$ cat config.mk
export PLATFORM = sky130hd
export DESIGN_NAME = fir_dac_spi_out
export DESIGN_NICKNAME = d
export VERILOG_FILES = /design/src/rtl/fir_dac_spi_out.sv
export SDC_FILE = /design/constraint.sdc
export NUM_CORES = 1
export LEC_CHECK = 0
export CAP_MARGIN = 0
export CELL_PAD_IN_SITES_DETAIL_PLACEMENT = 1
export CELL_PAD_IN_SITES_GLOBAL_PLACEMENT = 2
export CORE_MARGIN = 5
export CORE_UTILIZATION = 45
export DETAILED_ROUTE_END_ITERATION = 7
export DONT_BUFFER_PORTS = 1
export PLACE_DENSITY_LB_ADDON = 0.1
export SYNTH_ARGS = -nofsm -noshare
export SYNTH_HDL_FRONTEND = slang
export SYNTH_SLANG_ARGS = --single-unit
$ cat constraint.sdc
create_clock -name clk -period 2.1 [get_ports clk]
set_input_delay 0.21 -clock clk [delete_from_list [all_inputs] [get_ports clk]]
set_output_delay 0.21 -clock clk [all_outputs]
set_load 0.01 [all_outputs]
$ cat src/rtl/fir_dac_spi_out.sv
`default_nettype none
// +--------------------------------------------------------------------------+
// | Module   : fir_dac_spi_out                                               |
// | Function : saturates FIR output to a DAC code, buffers it in a FIFO and   |
// |            streams it as a mode-0 MSB-first SPI frame.                   |
// | Option   : DAC_OFFSET_BINARY_EN - send offset binary instead of 2's comp. |
// | Revision : 1.0                                                          |
// +--------------------------------------------------------------------------+
module fir_dac_spi_out #(
  parameter int IN_WIDTH   = 39,
  parameter int OUT_WIDTH  = 16,
  parameter int FIFO_DEPTH = 4,
  parameter int CLK_DIV    = 2,
  parameter int CS_GAP     = 2
) (
  input  logic                          clk,
  input  logic                          rst,
  input  logic signed [IN_WIDTH-1:0]    y_in,
  input  logic                          y_valid,
  input  logic                          clr_flags,
  output logic                          dac_sclk,
  output logic                          dac_cs_n,
  output logic                          dac_mosi,
  output logic                          sat_flag,
  output logic                          ovf_flag,
  output logic [$clog2(FIFO_DEPTH):0]   fifo_level
);

  localparam int c_AW    = $clog2(FIFO_DEPTH);
  localparam int c_DIV_W = (CLK_DIV > 1) ? $clog2(CLK_DIV) : 1;
  localparam int c_GAP_W = (CS_GAP > 1) ? $clog2(CS_GAP) : 1;
  localparam int c_BIT_W = $clog2(OUT_WIDTH + 1);

  typedef enum logic [1:0] {
    ST_IDLE  = 2'd0,
    ST_SHIFT = 2'd1,
    ST_GAP   = 2'd2
  } state_t;

  // The sample fits the DAC word only if all bits from the DAC sign bit up agree.
  logic [IN_WIDTH-OUT_WIDTH:0] w_top;
  logic                        w_hi;
  logic                        w_lo;
  logic [OUT_WIDTH-1:0]        w_code;
  logic [OUT_WIDTH-1:0]        w_dac;

  assign w_top = y_in[IN_WIDTH-1:OUT_WIDTH-1];
  assign w_hi  = !y_in[IN_WIDTH-1] && (|w_top);
  assign w_lo  = y_in[IN_WIDTH-1] && !(&w_top);

  always_comb begin
    w_code = y_in[OUT_WIDTH-1:0];
    if (w_hi)
      w_code = {1'b0, {(OUT_WIDTH-1){1'b1}}};
    else if (w_lo)
      w_code = {1'b1, {(OUT_WIDTH-1){1'b0}}};
  end

`ifdef DAC_OFFSET_BINARY_EN
  assign w_dac = {~w_code[OUT_WIDTH-1], w_code[OUT_WIDTH-2:0]};
`else
  assign w_dac = w_code;
`endif

  logic                 r_sv;
  logic [OUT_WIDTH-1:0] r_code;
  logic [OUT_WIDTH-1:0] r_mem [FIFO_DEPTH];
  logic [c_AW-1:0]      r_wr;
  logic [c_AW-1:0]      r_rd;
  logic [c_AW:0]        r_cnt;
  logic                 r_sat;
  logic                 r_ovf;

  state_t               r_state;
  logic [c_DIV_W-1:0]   r_div;
  logic [c_GAP_W-1:0]   r_gap;
  logic [c_BIT_W-1:0]   r_bits;
  logic [OUT_WIDTH-1:0] r_shift;
  logic                 r_sclk;
  logic                 r_cs_n;

  logic w_full;
  logic w_pop;
  logic w_push;

  assign w_full = (r_cnt == (c_AW+1)'(FIFO_DEPTH));
  assign w_pop  = (r_state == ST_IDLE) && (r_cnt != '0);
  assign w_push = r_sv && (!w_full || w_pop);

  always_ff @(posedge clk or posedge rst) begin
    if (rst) begin
      r_sv   <= 1'b0;
      r_code <= '0;
      r_wr   <= '0;
      r_rd   <= '0;
      r_cnt  <= '0;
      r_sat  <= 1'b0;
      r_ovf  <= 1'b0;
    end else begin
      r_sv   <= y_valid;
      r_code <= w_dac;
      if (w_push) r_wr <= r_wr + 1'b1;
      if (w_pop)  r_rd <= r_rd + 1'b1;
      case ({w_push, w_pop})
        2'b10:   r_cnt <= r_cnt + 1'b1;
        2'b01:   r_cnt <= r_cnt - 1'b1;
        default: r_cnt <= r_cnt;
      endcase
      // Set events take priority over a coincident clear.
      if (y_valid && (w_hi || w_lo)) r_sat <= 1'b1;
      else if (clr_flags)            r_sat <= 1'b0;
      if (r_sv && !w_push)           r_ovf <= 1'b1;
      else if (clr_flags)            r_ovf <= 1'b0;
    end
  end

  always_ff @(posedge clk) begin
    if (w_push) r_mem[r_wr] <= r_code;
  end

  always_ff @(posedge clk or posedge rst) begin
    if (rst) begin
      r_state <= ST_IDLE;
      r_div   <= '0;
      r_gap   <= '0;
      r_bits  <= '0;
      r_shift <= '0;
      r_sclk  <= 1'b0;
      r_cs_n  <= 1'b1;
    end else begin
      case (r_state)
        ST_IDLE: begin
          r_sclk <= 1'b0;
          r_cs_n <= 1'b1;
          if (w_pop) begin
            r_shift <= r_mem[r_rd];
            r_cs_n  <= 1'b0;
            r_div   <= '0;
            r_bits  <= '0;
            r_state <= ST_SHIFT;
          end
        end
        ST_SHIFT: begin
          if (r_div == c_DIV_W'(CLK_DIV-1)) begin
            r_div <= '0;
            if (!r_sclk) begin
              r_sclk <= 1'b1;
            end else begin
              // Zero fill leaves mosi low once the last bit has gone out.
              r_sclk  <= 1'b0;
              r_shift <= {r_shift[OUT_WIDTH-2:0], 1'b0};
              r_bits  <= r_bits + 1'b1;
              if (r_bits == c_BIT_W'(OUT_WIDTH-1)) begin
                r_cs_n  <= 1'b1;
                r_gap   <= '0;
                r_state <= ST_GAP;
              end
            end
          end else begin
            r_div <= r_div + 1'b1;
          end
        end
        ST_GAP: begin
          if (r_gap == c_GAP_W'(CS_GAP-1)) r_state <= ST_IDLE;
          else                              r_gap   <= r_gap + 1'b1;
        end
        default: r_state <= ST_IDLE;
      endcase
    end
  end

  assign dac_sclk   = r_sclk;
  assign dac_cs_n   = r_cs_n;
  assign dac_mosi   = r_shift[OUT_WIDTH-1];
  assign sat_flag   = r_sat;
  assign ovf_flag   = r_ovf;
  assign fifo_level = r_cnt;

endmodule
`default_nettype wire

==> results.md <==
| Metric | Reported |
| --- | --- |
| Post-CTS setup buffer count | 0 |
| Actual slew at the worst max-slew pin | 833.9 ps |
| Total Routing Usage GR | 0.1552 |
| Net count after synthesis | 377 |
| Detailed-routing iteration count for the pre-antenna-repair pass | 4 |
| Root Driver | sky130_fd_sc_hd__clkbuf_8 |
| Cts bufs inserted | 17 |
| Gate Count Post-Synth | 327 |
| Leak Pwr | 2.113 nW |
| Vias per inst | 5.338 |
| Share of final-layout standard cells stronger than drive strength 1 | 0.1784 |
| TritonCTS clock tree | done |
| Clk network pwr share | 0.361 |
| Critical path peak fanout | 12 |
| Final routed wire length divided by cell count | 17.80 um |
| Number of clock sinks | 117 |
| Most frequently used flop master after synthesis | sky130_fd_sc_hd__edfxtp_1 |
| Tcrit/Tclk final | 0.9274 |
| Cell-internal power | 5.581 mW |
| Fraction of post-synthesis cell area in the top cell type by area | 0.3972 |
| Switching power as a share of total power | 0.2852 |
| Layout Nets | 407 |
| Post-synth EDFFs | 64 |
| Utilization of the core after routing | 0.5568 |
| Remaining Overflow, GRT | 0 |
| HP Class | in2reg |
| Run status | completed |
| Cells taking the most area after synthesis | sky130_fd_sc_hd__edfxtp_1, sky130_fd_sc_hd__dfrtp_1, sky130_fd_sc_hd__mux4_2 |
| Via count of the first global-routing pass | 2,993 |
| Unrepaired setup endpoints after global routing | no |
| Flip-flop and latch count after synthesis | 117 |
| Vertical die dimension | 113.7 um |
| Peak ir drop on the vdd network | 559.3 uV |
| Data required time of the critical path | 2530 ps |
| Proportion of register bits with asynchronous set or reset after synthesis | 0.4530 |
| Layout-stage area growth over the synthesis result | 19.86% |
| Combinational Power Share | 0.219 |
| Type of the worst setup path | reg2reg |
| Final Max Slew Viols | 0 |
| First-pass GRT wire length | 15,350 um |
| Yosys synthesis warning count | 0 |
| Number of endpoints failing setup at the final stage | 0 |
| Cell type contributing the most total cell area after synthesis | sky130_fd_sc_hd__edfxtp_1 |
| Weighted congestion at the end of routability-driven global placement | 0.7168 |
| Maximum level of the CTS H-tree | 4 |
| DRC violation count after routing | 0 |
| Time the final worst path needs with I/O delays and setup | 1948 ps |
| Die ar. | 12,930 um2 |
| Clock latency reported for the late side of the worst-skew pair | 510 ps |
| Std cell rows | 37 |
| # diodes | 0 |
| Overall die width | 113.7 um |
| Post-route antenna net violation count | 0 |
| Power per cell area | 1346 nW/um2 |
| Core area | 10,420 um2 |
| Leading cell type in the layout, fill and taps excluded | sky130_fd_sc_hd__edfxtp_1 |
| Top-Level Pins | 51 |
| Hold WS | 110.4 ps |
| Initial drt markers | 96 |
| Count of maximum capacitance violations | 0 |
| Final Hold Vio Count | 0 |
| Endpoint class of the critical path | flop |
| Reported net switching power | 2.226 mW |
| Relative slew margins | 0.4441 |
| Total via count in the routed design | 2,701 |
| Mean Syn Cell Area | 14.80 um2 |
| Number of antenna violations at the first check in global routing | 0 |
| Fmax achieved | 513.5 MHz |
| Detailed Place HPWL | 6054 um |
| Startpoint types | flop |
| Sequential fraction of the synthesis area | 0.6716 |
| Commonest cells after routing, fill and taps aside | sky130_fd_sc_hd__edfxtp_1, sky130_fd_sc_hd__dfrtp_1, sky130_fd_sc_hd__nand2_1 |
| Worst clock skew | 8.189 ps |
| Sequential share of power | 0.420 |
| Maximum number of pins on one net before global-route repair | 34 |
| IO buf count | 0 |
| Clk buf depth | 2 |
| PnR Total Power | 7.807 mW |
| Netlist area before placement | 4838 um2 |
| Initial core utilization | 0.4645 |
| Clock transition time at the flip-flop clock pins of the worst setup and hold paths | 60 ps |
| Critical Path AT | 2370 ps |
| Yosys cell types | 44 |
| Setup Total Neg Slack | 0 ps |
| Routed wire length | 9008 um |
## logic make-up (layout without fill, tap and decap cells)
kind of cell    after synthesis  in the layout  share of synthesized area
xor+xnor                      7              7                    0.01267
compound gates               51             51                    0.07060
mux                          33             33                     0.1107
buf+inv                      29             72                    0.02689
fa+ha+maj                     7              7                    0.01965
simple gates                 83             83                    0.08793
flops                       117            117                     0.6716
## worst max-delay path, stage by stage (launching register included)
cell,delay [ps]
sky130_fd_sc_hd__dfrtp_1,450
sky130_fd_sc_hd__or3_1,220
sky130_fd_sc_hd__and2_4,250
sky130_fd_sc_hd__nand2_1,90
sky130_fd_sc_hd__fa_1,380
sky130_fd_sc_hd__nor2b_1,140
sky130_fd_sc_hd__a22oi_1,190
sky130_fd_sc_hd__xnor2_1,140
## flip-flops by register name, indices dropped and copies added (netlist names)
| name | count |
|---|---|
| dac_cs_n | 1 |
| dac_sclk | 1 |
| fifo_level | 3 |
| ovf_flag | 1 |
| r_bits | 5 |
| r_code | 16 |
| r_div | 1 |
| r_gap | 1 |
| r_mem | 64 |
| r_rd | 2 |
| r_shift | 16 |
| r_state | 2 |
| r_sv | 1 |
| r_wr | 2 |
| sat_flag | 1 |
## stage by stage
stage               instances  instance area, um2  setup WS (ps)
floorplan                 327                4838          136.9
global placement          455                5016          166.4
detailed placement        455                5016          98.85
CTS                       506                5798          81.18
global route              506                5799          23.09
finish                    506                5799          152.5
## layer usage
layer,part of all wire,wire (um),up-vias,global-route usage
met2,0.48,4342,60,0.2411
met1,0.46,4163,1331,0.2051
li1,-,-,1299,-
met3,0.041,373,11,0.04456
met5,0,0,-,0
met4,0.014,128,0,0.06490
## final cells by class
type | instances | area, um2
Clock inverter | 10 | 117.6
Clock buffer | 22 | 474.2
Tap cell | 136 | 170.2
Sequential cell | 117 | 3251
Fill cell | 1000 | 4617
Multi-Input combinational cell | 181 | 1459
Inverter | 12 | 45.04
Timing Repair Buffer | 28 | 282.8
## Yosys cell counts (3+ instances only)
| library cell | number |
|---|---|
| sky130_fd_sc_hd__and2_1 | 4 |
| sky130_fd_sc_hd__ha_1 | 6 |
| sky130_fd_sc_hd__edfxtp_1 | 64 |
| sky130_fd_sc_hd__buf_2 | 8 |
| sky130_fd_sc_hd__o2bb2ai_1 | 16 |
| sky130_fd_sc_hd__nor4_1 | 5 |
| sky130_fd_sc_hd__o21ai_1 | 13 |
| sky130_fd_sc_hd__xnor2_1 | 5 |
| sky130_fd_sc_hd__nor2_1 | 6 |
| sky130_fd_sc_hd__nor3_1 | 18 |
| sky130_fd_sc_hd__inv_1 | 11 |
| sky130_fd_sc_hd__a21oi_1 | 5 |
| sky130_fd_sc_hd__mux2i_1 | 16 |
| sky130_fd_sc_hd__nand2_1 | 28 |
| sky130_fd_sc_hd__dfrtp_1 | 52 |
| sky130_fd_sc_hd__clkbuf_1 | 5 |
| sky130_fd_sc_hd__nand4_1 | 7 |
| sky130_fd_sc_hd__nand3_1 | 3 |
| sky130_fd_sc_hd__mux4_2 | 16 |
| sky130_fd_sc_hd__o21ai_0 | 10 |
| sky130_fd_sc_hd__buf_4 | 3 |
## final timing paths
| path | start | end | slack, ps | cells past startpoint |
|---|---|---|---|---|
| setup / recovery | fifo_level[0]$_DFFE_PP0P_ | fifo_level[2]$_DFFE_PP0P_ | 150 | 7 |
| hold / removal | y_in[21] | sat_flag$_DFFE_PP0P_ | 110 | 4 |
| setup reg to reg | fifo_level[0]$_DFFE_PP0P_ | fifo_level[2]$_DFFE_PP0P_ | 150 | 7 |
| hold reg to reg | r_shift[14]$_DFFE_PP0P_ | r_shift[14]$_DFFE_PP0P_ | 490 | 2 |
| max in group asynchronous | rst | r_shift[5]$_DFFE_PP0P_ | 1330 | 3 |
| min in group asynchronous | rst | fifo_level[0]$_DFFE_PP0P_ | 220 | 2 |
## power groups by stage
stage               registers (mW)  logic [mW]  clock network (mW)
CTS                           3.29        1.75                2.89
global route                  3.34        1.90                3.03
finish                        3.28        1.71                2.82
global placement              3.29        1.66                   0
floorplan                     3.22        1.31                   0
detailed placement            3.32        1.71                   0
## repair_timing
action                                  4_1_cts  5_1_grt
endpoints found under the setup margin        0        1
hold endpoints to repair                     43        0
hold buffers                                 19        0
resized for setup                             0        1
No activity file was read; power rests on OpenSTA's default activity.
